$ cat config.mk
export PLATFORM = sky130hd
export DESIGN_NAME = exe_wb_buffer
export DESIGN_NICKNAME = d
export VERILOG_FILES = /design/src/rtl/exe_wb_buffer.sv
export SDC_FILE = /design/constraint.sdc
export NUM_CORES = 1
export LEC_CHECK = 0
export BUFFER_PORTS_ARGS = -buffer_cell sky130_fd_sc_hd__buf_2
export CORE_ASPECT_RATIO = 1.5
export CORE_MARGIN = 2
export CORE_UTILIZATION = 45
export CTS_BUF_LIST = sky130_fd_sc_hd__clkbuf_2
export DETAILED_ROUTE_END_ITERATION = 16
export PLACE_DENSITY = 0.7
export SYNTH_ARGS = -nofsm -noshare
export SYNTH_HDL_FRONTEND = slang
export SYNTH_SLANG_ARGS = --single-unit
$ cat constraint.sdc
create_clock -name clk_i -period 11.3 [get_ports clk_i]
set_input_delay 2.26 -clock clk_i [delete_from_list [all_inputs] [get_ports clk_i]]
set_output_delay 2.26 -clock clk_i [all_outputs]
set_load 0.02 [all_outputs]
$ cat src/rtl/exe_wb_buffer.sv
// Two-entry elastic buffer between exe and writeback; wb_* and exe_ready_o come from flops only.
// Optional operand bypass of the youngest writing entry, enabled by defining EXE_WB_BYPASS_EN.
module exe_wb_buffer #(
    parameter int XLEN  = 64,
    parameter int PC_W  = 64,
    parameter int REG_W = 5
) (
    input  logic             clk_i,
    input  logic             rst_i,
    input  logic             kill_i,
    input  logic             exe_valid_i,
    output logic             exe_ready_o,
    input  logic [REG_W-1:0] exe_rd_i,
    input  logic             exe_we_i,
    input  logic [XLEN-1:0]  exe_result_i,
    input  logic [PC_W-1:0]  exe_pc_i,
    input  logic             exe_xcpt_i,
    output logic             wb_valid_o,
    input  logic             wb_ready_i,
    output logic [REG_W-1:0] wb_rd_o,
    output logic             wb_we_o,
    output logic [XLEN-1:0]  wb_result_o,
    output logic [PC_W-1:0]  wb_pc_o,
    output logic             wb_xcpt_o,
    output logic             byp_valid_o,
    output logic [REG_W-1:0] byp_rd_o,
    output logic [XLEN-1:0]  byp_data_o,
    output logic [1:0]       occupancy_o
);

    // Handshake: a transfer happens on a rising edge where valid and ready are both high;
    // a valid producer holds its payload until accepted, and ready never looks at valid.

    typedef struct packed {
        logic             xcpt;
        logic [PC_W-1:0]  pc;
        logic [XLEN-1:0]  result;
        logic             we;
        logic [REG_W-1:0] rd;
    } entry_t;

    typedef enum logic [1:0] {
        EMPTY = 2'd0,
        ONE   = 2'd1,
        FULL  = 2'd2
    } state_t;

    state_t state;
    entry_t head;
    entry_t tail;
    entry_t incoming;
    logic   push;
    logic   pop;

    assign exe_ready_o = (state != FULL);
    assign wb_valid_o  = (state != EMPTY);
    assign push        = exe_valid_i & exe_ready_o;
    assign pop         = wb_valid_o & wb_ready_i;
    assign occupancy_o = state;

    // Writes to x0 and from excepting instructions are squashed before storage.
    always_comb begin
        incoming.xcpt   = exe_xcpt_i;
        incoming.pc     = exe_pc_i;
        incoming.result = exe_result_i;
        incoming.we     = exe_we_i & (exe_rd_i != '0) & ~exe_xcpt_i;
        incoming.rd     = exe_rd_i;
    end

    always_ff @(posedge clk_i or posedge rst_i) begin
        if (rst_i) begin
            state <= EMPTY;
            head  <= '0;
            tail  <= '0;
        end else if (kill_i) begin
            state <= EMPTY;
        end else begin
            case (state)
                EMPTY: begin
                    if (push) begin
                        head  <= incoming;
                        state <= ONE;
                    end
                end
                ONE: begin
                    if (push && pop) begin
                        head <= incoming;
                    end else if (push) begin
                        tail  <= incoming;
                        state <= FULL;
                    end else if (pop) begin
                        state <= EMPTY;
                    end
                end
                FULL: begin
                    if (pop) begin
                        head  <= tail;
                        state <= ONE;
                    end
                end
                default: state <= EMPTY;
            endcase
        end
    end

    assign wb_rd_o     = head.rd;
    assign wb_we_o     = head.we;
    assign wb_result_o = head.result;
    assign wb_pc_o     = head.pc;
    assign wb_xcpt_o   = head.xcpt;

`ifdef EXE_WB_BYPASS_EN
    // Youngest writing entry wins, so the tail beats the head when both write.
    always_comb begin
        byp_valid_o = 1'b0;
        byp_rd_o    = '0;
        byp_data_o  = '0;
        if (state == FULL && tail.we) begin
            byp_valid_o = 1'b1;
            byp_rd_o    = tail.rd;
            byp_data_o  = tail.result;
        end else if (state != EMPTY && head.we) begin
            byp_valid_o = 1'b1;
            byp_rd_o    = head.rd;
            byp_data_o  = head.result;
        end
    end
`else
    assign byp_valid_o = 1'b0;
    assign byp_rd_o    = '0;
    assign byp_data_o  = '0;
`endif

endmodule
==> summary.md <==
| Metric | Value |
|---|---|
| GRT Total Usage | roughly 18% |
| Final Hold Fails | 0 |
| Routability congestion estimate from global placement | 0.792 |
| Top-count cell post-synth | mux2_2 |
| Die height | around 210 um |
| Clock buffers created by TritonCTS | 69 |
| Hold-fix buffers, CTS | 0 |
| Synth top cells by count | mux2_2, dfrtp_1, buf_4 |
| CP required | 9040 ps |
| Tightest Hold Check Type | register to register |
| CTS tree | done |
| DP Wirelength | between 15000 and 20000 um |
| Post-synth top flop | dfrtp_1 |
| Worst-Skew Late Latency | 830 ps |
| Seq. cell area | 6810 um^2 |
| Share of post-route cells with drive strength above 1 | 64.5% |
| Number of clock sinks | 272 |
| Die ar. | 28700 um^2 |
| Worst VDD drop | about 0.10 mV |
| Io pins | roughly 350 |
| Fin. max-slew vios | 0 |
| Initial core utilization | 45.5% |
| # setup viols final | 0 |
| Largest area contributor in the netlist | dfrtp_1 |
| Area occupied by multi-input gates | 4990 um^2 |
| Worst-path clk slew | 90 ps |
| Vias per cell | 4.92 |
| WP data arrival | between 2000 and 2500 ps |
| Min Tclk post-route | 4560 ps |
| Max Root-Sink Buffers | 3 |
| Crit path kind | register to primary output |
| Sum Neg Setup Slack | 0 ps |
| Yosys top cell area share | 55.3% |
| Critical path capture point type | primary output |
| Area grow syn2layout | 16.2% |
| Largest net degree at the start of global routing | 156 |
| Post-DP Area | 13700 um^2 |
| Post-CTS sizing | 0 |
| NumNets Final | 1268 |
| # rows | 74 |
| Antenna Nets Post-Route | 0 |
| WHS | 486 ps |
| Maximum net fanout on the critical path | 38 |
| Total core area | approximately 27000 um^2 |
| Power density cells | 181 nW/um^2 |
| Max Clk Rate | 0.219 GHz |
| Vias in the first global route | 7845 |
| H-tree depth | 3 |
| Ys Warns | 0 |
| Relative slew slack | 34.8% |
| Status | finished clean |
| Slew @ Worst Pin | 979 ps |
| Dpl ws | 6790 ps |
| PnR worst setup slack | 6740 ps |
| Initial DRC Count | 216 |
| Vias | approximately 7400 |
| Final instance area | 14300 um^2 |
| Post-CTS Setup Bufs | 0 |
| Synth cell types | 26 |
| P_leak | 6.82 nW |
| Number of flops mapped to enable cells by yosys | 0 |
| Max Clock Skew | 43.9 ps |
| Cells after Synth | 816 |
| DRT Pass-1 Iters | 4 |
| Synth async-reset ratio | 100% |
| Final cycle utilization of the critical path | 40.3% |
| Die X | 139 um |
| Drt drc | 0 |
| First-pass GRT wire length | 40100 um |
| Nature of the critical path startpoint | register |
| PortBufs | 278 |
| Final wirelength | about 26000 um |
| Share of the yosys chip area belonging to registers | between 50% and 60% |
| WL/cell | between 15 and 20 um |
| Maxcap violations | 0 |
| Total power | 2.59 mW |
| RSZ-0062 raised after global routing | false |
| Synth Area per Inst | 15.1 um^2 |
| Mapped Area | 12300 um^2 |
| Initial antenna violation count | 5 |
| Flops & latches, synth | 272 |
| Synth top area cells | dfrtp_1, mux2_2, buf_4 |
| Root Driver | clkbuf_2 |
| Fillers | between 2000 and 2500 |
| Total gr overflow | 0 |
[layout make-up]
class                   count  area share (%)
clock inverters            13           0.718
multi-input cells         497            34.9
diodes                      4          0.0700
clock buffers              95            3.33
inverters                   2           0.105
well taps                 342            2.99
flip-flops and latches    272            47.6
repair buffers            286            10.2
[worst paths after layout]
| check | from | endpoint | slack (ps) | cells past startpoint |
|---|---|---|---|---|
| setup reg to reg | occupancy_o[0] | wb_result_o[7] | 8330 | 5 |
| setup / recovery | occupancy_o[0] | exe_ready_o | 6740 | 4 |
| hold reg to reg | wb_result_o[27] | wb_result_o[27] | 490 | 1 |
| min in group asynchronous | rst_i | wb_pc_o[5] | 1550 | 2 |
| max in group asynchronous | rst_i | tail[16] | 8360 | 3 |
| hold / removal | wb_result_o[27] | wb_result_o[27] | 490 | 1 |
[cell families (layout without fill, tap and decap cells)]
logic type,Yosys count,count (layout),synth area share (%)
other,1,74,0.0305
flip-flops,272,272,55.3
multiplexers,404,404,37.0
buffers and inverters,116,396,6.36
AND/OR/NAND/NOR,15,15,0.712
AO/OA/AOI/OAI,8,8,0.570
[worst max-delay path, stage by stage, from the launching register on]
cell	delay [ps]
dfrtp_1	650
nor2b_4	70
inv_1	70
buf_4	430
buf_2	260
[flip-flops by register name (all words and copies together), names as in the netlist]
register	flops
wb_pc_o	64
wb_we_o	1
wb_rd_o	5
wb_xcpt_o	1
wb_result_o	64
occupancy_o	2
tail	135
[layer usage]
metal	vias up	wire, um	global-route usage [%]	part of all wire, %
li1	3419	-	-	-
met1	3720	9410	18.5	37
met2	247	13800	31.2	54
met3	41	1870	6.44	7.3
met4	0	587	8.26	2.3
met5	-	0	0	0
[power by group]
part           leakage [nW]  internal [mW]  switching, mW  total, mW
Clock                 0.448          0.267          0.383      0.650
Sequential             3.27           1.21          0.110       1.32
Combinational          3.10          0.295          0.328      0.622
[layout by cell type (no fill, tap or decap), drive strengths merged]
master  instances
clkbuf         95
nand2           1
nor2b           2
diode           4
nand3           2
nor3            2
dfrtp         272
or3b            1
nand2b          1
buf           286
a31o            1
bufinv          2
mux2i           1
mux2          403
inv             4
clkinv          9
o21ba           1
o31ai           1
a21oi           4
conb           70
or4bb           1
nor2            3
or2             1
nor3b           1
o311a           1
[stage by stage]
stage,util [%],std cells
floorplan,-,885
global placement,50.7,1399
detailed placement,50.7,1399
CTS,52.8,1507
global route,52.9,1511
finish,52.9,1511
Power figures use the tool's default switching activity.
